File: src/rtl/fadd_seq_ctrl_if.sv
// fadd_seq_ctrl_if: operand/result handshake bundle for the FP add sequencer.
//
// Handshake rules (both channels): a transfer happens on a rising clock edge
// where valid && ready are both high. A source holding valid keeps its payload
// stable until that edge. The sequencer's ready on the input side depends only
// on its own state, never on in_valid. The sequencer's out_valid is also
// state-only, and result/flags do not change while it waits for out_ready.
`timescale 1ns/1ps
interface fadd_seq_ctrl_if;
  logic        in_valid;
  logic        in_ready;
  logic [31:0] a;
  logic [31:0] b;
  logic        op;
  logic        out_valid;
  logic        out_ready;
  logic [31:0] result;
  logic [2:0]  flags;
  logic        busy;

  // Producer/consumer side (testbench or upstream logic).
  modport master (
    output in_valid, a, b, op, out_ready,
    input  in_ready, out_valid, result, flags, busy
  );

  // Sequencer side.
  modport slave (
    input  in_valid, a, b, op, out_ready,
    output in_ready, out_valid, result, flags, busy
  );
endinterface

File: src/rtl/fadd_seq_ctrl.sv
// fadd_seq_ctrl: multi-cycle IEEE-754 single-precision add/subtract sequencer.
// Phases per operation: ALIGN -> ADD -> NORM (1..MAX_NORM cycles) -> ROUND -> OUT.
// Denormal inputs are flushed to zero; rounding is half-up on the guard bit.
// Optional build macro FADD_SEQ_FASTNORM_EN: NORM finishes in one cycle with a
// leading-zero count and one barrel shift instead of one bit per cycle.
// dbg_state mirrors the FSM state register for observation.
`timescale 1ns/1ps
module fadd_seq_ctrl #(
  parameter int MAX_NORM = 24
) (
  input  logic                  clk,
  input  logic                  rst_n,
  fadd_seq_ctrl_if.slave        bus,
  output logic [2:0]            dbg_state
);

  typedef enum logic [2:0] {
    S_IDLE  = 3'd0,
    S_ALIGN = 3'd1,
    S_ADD   = 3'd2,
    S_NORM  = 3'd3,
    S_ROUND = 3'd4,
    S_OUT   = 3'd5
  } state_t;

  localparam int CW = $clog2(MAX_NORM + 1);

  // Architectural state.
  state_t      state_q,  state_d;
  logic [31:0] a_q,      a_d;
  logic [31:0] b_q,      b_d;
  logic        op_q,     op_d;
  logic [31:0] mant_l_q, mant_l_d;   // larger operand mantissa
  logic [31:0] mant_s_q, mant_s_d;   // smaller operand mantissa, aligned
  logic [9:0]  exp_q,    exp_d;      // working exponent, wide enough for +1 overflow
  logic        sign_q,   sign_d;
  logic        sub_q,    sub_d;      // effective subtraction
  logic [32:0] sum_q,    sum_d;
  logic [31:0] result_q, result_d;
  logic [2:0]  flags_q,  flags_d;    // {invalid, overflow, underflow}
`ifndef FADD_SEQ_FASTNORM_EN
  logic [CW-1:0] cnt_q,  cnt_d;      // left-shift iterations taken in NORM
  logic [CW-1:0] cnt_inc;
`endif

  // Alignment helpers, derived from the captured operands.
  logic [7:0]  exp_a, exp_b, exp_big, exp_sml, exp_diff;
  logic [22:0] frac_a, frac_b;
  logic [31:0] man_a, man_b, man_big, man_sml;
  logic [4:0]  shamt;
  logic        a_ge_b, sign_b_eff, is_special;

  // Rounding helpers.
  logic [23:0] frac_rnd;
  logic [9:0]  exp_rnd;

`ifdef FADD_SEQ_FASTNORM_EN
  logic [5:0]  lz;
`endif

  // Operand unpack, magnitude compare and alignment shift for the ALIGN phase.
  always_comb begin
    exp_a      = a_q[30:23];
    exp_b      = b_q[30:23];
    frac_a     = a_q[22:0];
    frac_b     = b_q[22:0];
    // exp == 0 means zero or denormal; both are treated as zero.
    man_a      = (exp_a == 8'h00) ? 32'h0 : {1'b1, frac_a, 8'h00};
    man_b      = (exp_b == 8'h00) ? 32'h0 : {1'b1, frac_b, 8'h00};
    is_special = (exp_a == 8'hFF) || (exp_b == 8'hFF);
    // Exponent-then-fraction order is exactly the unsigned order of bits 30:0.
    a_ge_b     = (a_q[30:0] >= b_q[30:0]);
    sign_b_eff = b_q[31] ^ op_q;
    exp_big    = a_ge_b ? exp_a : exp_b;
    exp_sml    = a_ge_b ? exp_b : exp_a;
    man_big    = a_ge_b ? man_a : man_b;
    man_sml    = a_ge_b ? man_b : man_a;
    exp_diff   = exp_big - exp_sml;
    shamt      = (exp_diff > 8'd31) ? 5'd31 : exp_diff[4:0];
  end

  // Half-up rounding on the guard bit, with carry into the exponent.
  always_comb begin
    frac_rnd = {1'b0, sum_q[30:8]} + {23'h0, sum_q[7]};
    exp_rnd  = exp_q + {9'h0, frac_rnd[23]};
  end

`ifdef FADD_SEQ_FASTNORM_EN
  // Leading-zero count of the low 32 sum bits; highest set bit wins.
  always_comb begin
    lz = 6'd32;
    for (int i = 0; i < 32; i++) begin
      if (sum_q[i]) lz = 6'(31 - i);
    end
  end
`else
  assign cnt_inc = cnt_q + CW'(1);
`endif

  // Next-state and datapath updates for every phase.
  always_comb begin
    state_d  = state_q;
    a_d      = a_q;
    b_d      = b_q;
    op_d     = op_q;
    mant_l_d = mant_l_q;
    mant_s_d = mant_s_q;
    exp_d    = exp_q;
    sign_d   = sign_q;
    sub_d    = sub_q;
    sum_d    = sum_q;
    result_d = result_q;
    flags_d  = flags_q;
`ifndef FADD_SEQ_FASTNORM_EN
    cnt_d    = cnt_q;
`endif

    case (state_q)
      S_IDLE: begin
        if (bus.in_valid) begin
          a_d      = bus.a;
          b_d      = bus.b;
          op_d     = bus.op;
          result_d = 32'h0;
          flags_d  = 3'b000;
          state_d  = S_ALIGN;
        end
      end

      S_ALIGN: begin
        if (is_special) begin
          // Any Inf/NaN operand yields the canonical quiet NaN.
          result_d = 32'h7FC0_0000;
          flags_d  = 3'b100;
          state_d  = S_OUT;
        end else begin
          mant_l_d = man_big;
          mant_s_d = man_sml >> shamt;
          exp_d    = {2'b00, exp_big};
          sign_d   = a_ge_b ? a_q[31] : sign_b_eff;
          sub_d    = a_q[31] ^ sign_b_eff;
`ifndef FADD_SEQ_FASTNORM_EN
          cnt_d    = '0;
`endif
          state_d  = S_ADD;
        end
      end

      S_ADD: begin
        // The larger magnitude is always first, so subtraction never goes negative.
        if (sub_q) sum_d = {1'b0, mant_l_q} - {1'b0, mant_s_q};
        else       sum_d = {1'b0, mant_l_q} + {1'b0, mant_s_q};
        state_d = S_NORM;
      end

      S_NORM: begin
        if (sum_q == 33'h0) begin
          result_d = 32'h0;
          state_d  = S_OUT;
        end else if (sum_q[32]) begin
          sum_d   = sum_q >> 1;
          exp_d   = exp_q + 10'd1;
          state_d = S_ROUND;
        end else if (sum_q[31]) begin
          state_d = S_ROUND;
        end else begin
`ifdef FADD_SEQ_FASTNORM_EN
          // Same outcome as stepping one bit at a time: exponent hitting zero
          // first gives signed zero, hitting the iteration cap gives +0.
          if ((exp_q <= {4'h0, lz}) && (int'(exp_q) <= MAX_NORM)) begin
            result_d = {sign_q, 31'h0};
            flags_d  = 3'b001;
            state_d  = S_OUT;
          end else if (int'(lz) >= MAX_NORM) begin
            result_d = 32'h0;
            flags_d  = 3'b001;
            state_d  = S_OUT;
          end else begin
            sum_d   = sum_q << lz;
            exp_d   = exp_q - {4'h0, lz};
            state_d = S_ROUND;
          end
`else
          sum_d = sum_q << 1;
          exp_d = exp_q - 10'd1;
          cnt_d = cnt_inc;
          if (exp_q == 10'd1) begin
            result_d = {sign_q, 31'h0};
            flags_d  = 3'b001;
            state_d  = S_OUT;
          end else if (cnt_inc == CW'(MAX_NORM)) begin
            result_d = 32'h0;
            flags_d  = 3'b001;
            state_d  = S_OUT;
          end
`endif
        end
      end

      S_ROUND: begin
        if (exp_rnd >= 10'h0FF) begin
          result_d = {sign_q, 8'hFF, 23'h0};
          flags_d  = 3'b010;
        end else begin
          // On a rounding carry frac_rnd[22:0] is already zero.
          result_d = {sign_q, exp_rnd[7:0], frac_rnd[22:0]};
        end
        state_d = S_OUT;
      end

      S_OUT: begin
        if (bus.out_ready) state_d = S_IDLE;
      end

      default: state_d = S_IDLE;
    endcase
  end

  // State and datapath registers; async reset aborts any transaction.
  always_ff @(posedge clk or negedge rst_n) begin
    if (!rst_n) begin
      state_q  <= S_IDLE;
      a_q      <= 32'h0;
      b_q      <= 32'h0;
      op_q     <= 1'b0;
      mant_l_q <= 32'h0;
      mant_s_q <= 32'h0;
      exp_q    <= 10'h0;
      sign_q   <= 1'b0;
      sub_q    <= 1'b0;
      sum_q    <= 33'h0;
      result_q <= 32'h0;
      flags_q  <= 3'b000;
`ifndef FADD_SEQ_FASTNORM_EN
      cnt_q    <= '0;
`endif
    end else begin
      state_q  <= state_d;
      a_q      <= a_d;
      b_q      <= b_d;
      op_q     <= op_d;
      mant_l_q <= mant_l_d;
      mant_s_q <= mant_s_d;
      exp_q    <= exp_d;
      sign_q   <= sign_d;
      sub_q    <= sub_d;
      sum_q    <= sum_d;
      result_q <= result_d;
      flags_q  <= flags_d;
`ifndef FADD_SEQ_FASTNORM_EN
      cnt_q    <= cnt_d;
`endif
    end
  end

  assign bus.in_ready  = (state_q == S_IDLE);
  assign bus.out_valid = (state_q == S_OUT);
  assign bus.busy      = (state_q != S_IDLE);
  assign bus.result    = result_q;
  assign bus.flags     = flags_q;
  assign dbg_state     = state_q;

endmodule

File: src/flat_wrapper.sv
// flat-port wrapper written by rule: the top's interface ports become plain ports
module fadd_seq_ctrl_flat 
#(
  parameter int MAX_NORM = 24
)
  (clk, rst_n, dbg_state, bus_in_valid, bus_a, bus_b, bus_op, bus_out_ready, bus_in_ready, bus_out_valid, bus_result, bus_flags, bus_busy);
  fadd_seq_ctrl_if bus_i ();
  input  logic clk;
  input  logic rst_n;
  output logic [2:0] dbg_state;
  input wire logic [$bits(bus_i.in_valid)-1:0] bus_in_valid;
  input wire logic [$bits(bus_i.a)-1:0] bus_a;
  input wire logic [$bits(bus_i.b)-1:0] bus_b;
  input wire logic [$bits(bus_i.op)-1:0] bus_op;
  input wire logic [$bits(bus_i.out_ready)-1:0] bus_out_ready;
  output wire logic [$bits(bus_i.in_ready)-1:0] bus_in_ready;
  output wire logic [$bits(bus_i.out_valid)-1:0] bus_out_valid;
  output wire logic [$bits(bus_i.result)-1:0] bus_result;
  output wire logic [$bits(bus_i.flags)-1:0] bus_flags;
  output wire logic [$bits(bus_i.busy)-1:0] bus_busy;
  assign bus_i.in_valid = bus_in_valid;
  assign bus_i.a = bus_a;
  assign bus_i.b = bus_b;
  assign bus_i.op = bus_op;
  assign bus_i.out_ready = bus_out_ready;
  assign bus_in_ready = bus_i.in_ready;
  assign bus_out_valid = bus_i.out_valid;
  assign bus_result = bus_i.result;
  assign bus_flags = bus_i.flags;
  assign bus_busy = bus_i.busy;
  fadd_seq_ctrl #(.MAX_NORM(MAX_NORM)) u_core (.clk(clk), .rst_n(rst_n), .bus(bus_i), .dbg_state(dbg_state));
endmodule
File: config.mk
export PLATFORM = sky130hd
export DESIGN_NAME = fadd_seq_ctrl_flat
export DESIGN_NICKNAME = d
export VERILOG_FILES = /design/src/rtl/fadd_seq_ctrl_if.sv /design/src/rtl/fadd_seq_ctrl.sv /design/src/flat_wrapper.sv
export SDC_FILE = /design/constraint.sdc
export NUM_CORES = 1
export LEC_CHECK = 0
export BUFFER_PORTS_ARGS = -buffer_cell sky130_fd_sc_hd__buf_2
export CORE_MARGIN = 5
export CORE_UTILIZATION = 62
export CTS_BUF_LIST = sky130_fd_sc_hd__clkbuf_16
export CTS_CLUSTER_DIAMETER = 50
export DETAILED_ROUTE_END_ITERATION = 10
export PLACE_DENSITY = 0.87
export SLEW_MARGIN = 25
export SYNTH_ARGS = -nofsm -noshare
export SYNTH_HDL_FRONTEND = slang
export SYNTH_SLANG_ARGS = --single-unit
export TNS_END_PERCENT = 20
File: constraint.sdc
create_clock -name clk -period 7 [get_ports clk]
set_input_delay 0.7 -clock clk [delete_from_list [all_inputs] [get_ports clk]]
set_output_delay 0.7 -clock clk [all_outputs]
set_load 0.05 [all_outputs]
==> results.txt <==
----------------------------------------------------
[Layout]
  Area of the multi-input gates ... 9213 sq um
  Number of antenna repair diodes ... 0
  Register Area ... 5230 sq um
  Filler cell count in the final layout ... 1909
  Fraction of final layout cells sized beyond drive strength 1 ... 13.57%
  Area Overhead vs Synth ... 10.00%
  Number of non-filler instances in the completed layout ... 2203
  Final-stage net count ... 1994

[STA]
  Max-slew violation count ... 0
  Max-slew headroom at the worst pin ... 30.43%
  Share of the clock period used by the worst path after layout ... 88.76%
  RSZ-0062 raised after global routing ... no
  Count of final hold-check violations ... 0
  Measured slew at the worst slew-check pin ... 1.043 ns
  Final setup violation count ... 0
  Worst Clk Skew ... 0.01027 ns
  Setup TNS ... 0 ns
  Period minus WS final ... 6.213 ns
  Highest clock frequency the design can meet ... 0.1610 GHz

[Clocking]
  H-tree Lvls ... 1
  Latest clock arrival within the worst-skew pair ... 0.53 ns
  Buffers inserted by post-CTS timing repair ... 0
  Gates resized, CTS repair ... 0
  Cts bufs inserted ... 25
  Clock root buffer master ... clkbuf_16
  Clock Path Buffers ... 3
  CTS tree ... yes
  Quantity of hold-fixing buffers added after cts ... 0
  Clock Pin Slew Worst Setup and Hold Paths ... 0.06 ns
  Count of clock tree sinks ... 209

[Yosys]
  Cell taking the most area after synthesis ... dfrtp_1
  Dominant cell by count in the synthesized netlist ... nand2_1
  Number of synthesis warnings ... 0
  Number of flops mapped to enable cells by yosys ... 0
  Commonest cells in the synthesized netlist ... nand2_1 (231), dfrtp_1 (209), nor2_1 (173)
  Seq/Total Area, Yosys ... 34.50%
  Dominant cells by area after synthesis ... dfrtp_1 (34%), nand2_1 (5.7%), ha_1 (5.4%)
  Synth async-reset ratio ... 100.0%
  Total standard cell area after synthesis ... 15160 sq um
  Seq cells post-synth ... 209
  Synthesized instance count ... 1817
  Count of distinct cell types in the synthesized netlist ... 90
  Post-synth net total ... 1951
  Average cell area after synthesis ... 8.343 sq um
  Dominant register cell in the synthesized netlist ... dfrtp_1
  Area share of the leading cell type in the synthesized netlist ... 34.50%

[Floorplanning]
  Vertical die dimension ... 166.4 microns
  Die Outline Area ... 27680 sq um
  Standard-cell rows ... 57
  Core region area ... 24180 sq um
  Horizontal die dimension ... 166.4 microns
  Starting density of the core ... 62.70%
  Top Ports ... 110

[Detailed routing]
  Sum of routed wire length over all layers ... 43910 microns
  Average detailed-routed wire length per instance ... 19.93 microns
  Drt first-iter violations ... 1699
  Via total after detailed routing ... 14440
  Total DRC errors in the routed layout ... 0
  First-pass DRT Iterations ... 6
  Via/cell ratio ... 6.554
  Routed Antenna Nets ... 0

[Setup path]
  Maximum fanout count along the critical path ... 19
  Kind of start point of the critical path ... register
  Data required, critical path ... 7.39 ns
  Data arrival time of the worst path ... 6.61 ns
  Category of the worst setup path capture point ... register
  Depth of the worst register-to-register path ... 21
  R2r setup slk ... 0.79 ns
  Critical Setup Path Class ... register to register

[GRT]
  Remaining global-route overflow ... 0
  Number of global-route vias before repair ... 13860
  Antenna violations before repair ... 0
  Maximum number of pins on one net before global-route repair ... 99
  All-Layer GR Usage ... 30.88%
  Wire length of the first global-routing pass ... 72210 microns

[Placed design]
  Number of placed instances with taps included ... 2157
  Last weighted congestion value of the routability-driven placer ... 0.9768
  Placed wire-length estimate after detailed placement ... 32630 microns
  Number of I/O port buffers ... 109

[Hold path]
  Type of the most critical hold path ... primary input to asynchronous set/reset pin

[Job]
  Number of maximum-capacitance violations ... 0

[Outcome]
  Status ... completed

----------------------------------------------------
-- critical path, cell delays in order, from the launching register on --
cell and delay [ns]:
dfrtp_1 0.41, inv_1 0.09, ha_1 0.41, nand4_1 0.24, inv_1 0.09, a22oi_1 0.48
nand3_2 0.54, nor2_1 0.23, a21oi_1 0.06, ha_1 0.23, o21ai_0 0.18, a21oi_1 0.12
o211a_1 0.23, or3_1 0.34, a21oi_1 0.35, o21ai_2 0.31, buf_4 0.30, nor3_2 0.47
o221ai_1 0.33, mux2i_1 0.29, mux2_2 0.24, o221ai_1 0.12
-- sequential cells by signal (all words and copies together), names as in the netlist --
name               count
u_core.cnt_q           5
u_core.b_q            32
u_core.bus.flags       3
u_core.sub_q           1
u_core.op_q            1
u_core.mant_l_q       24
u_core.bus.result     32
u_core.sign_q          1
u_core.dbg_state       3
u_core.a_q            32
u_core.sum_q          33
u_core.mant_s_q       32
u_core.exp_q          10
-- layout by cell type (no fill, tap or decap), drive strengths merged, types with 22 or more instances in the layout --
master / count
a21o: 23
a21oi: 111
a221oi: 40
and3: 25
buf: 128
clkbuf: 26
dfrtp: 209
ha: 65
inv: 78
mux2: 42
mux2i: 33
nand2: 232
nand3: 41
nand4: 22
nor2: 176
nor3: 47
nor4: 31
o21ai: 153
o31ai: 23
xnor2: 67
xor2: 24
-- area by class of cell --
type / instances / area share [%]
Multi-Input combinational cell: 1424 / 55.24
Sequential cell: 209 / 31.36
Timing Repair Buffer: 129 / 4.224
Clock buffer: 25 / 3.751
Tap cell: 324 / 2.431
Inverter: 71 / 1.598
Clock inverter: 21 / 1.388
-- cell families (layout without fill, tap and decap cells) --
family / after synthesis / after routing / synth area share (%)
buf+inv: 184 / 246 / 4.919
compound gates: 540 / 540 / 24.28
flops: 209 / 209 / 34.50
mux: 75 / 75 / 5.299
fa+ha+maj: 65 / 65 / 5.365
xor+xnor: 91 / 91 / 5.257
simple gates: 653 / 653 / 20.38
-- per-layer routing --
metal	share of wire, %	global-route usage (%)	wire (microns)	vias to the layer above
met4	4.7	12.88	2051	0
met1	41	42.00	18090	6821
li1	-	-	-	6766
met5	0	0	0	-
met3	7.6	4.285	3317	138
met2	47	49.94	20460	713
-- metrics by stage --
step	hold WS [ns]	instance area, sq um	util (%)	setup WS (ns)
2_1_floorplan	0.4044	15160	-	1.915
3_3_place_gp	0.4565	15810	65.39	1.002
3_5_place_dp	0.4652	15810	65.39	0.8448
4_1_cts	0.2201	16670	68.94	0.8018
5_1_grt	0.2539	16680	68.97	0.2597
6_report	0.2064	16680	68.97	0.7870
-- worst paths after layout --
check | start | end
max in group asynchronous | rst_n | u_core.mant_s_q[12]$_DFFE_PN0P_
worst max-delay path | u_core.b_q[29]$_DFFE_PN0P_ | u_core.mant_s_q[3]$_DFFE_PN0P_
worst min register to register | u_core.bus.result[8]$_DFFE_PN0P_ | u_core.bus.result[8]$_DFFE_PN0P_
worst max register to register | u_core.b_q[29]$_DFFE_PN0P_ | u_core.mant_s_q[3]$_DFFE_PN0P_
worst min-delay path | rst_n | u_core.bus.flags[0]$_DFFE_PN0P_
min in group clk | bus_a[0] | u_core.a_q[0]$_DFFE_PN0P_
Power is not shown: default switching activity piles up to over one toggle a cycle in this logic, so the estimate is an artifact.
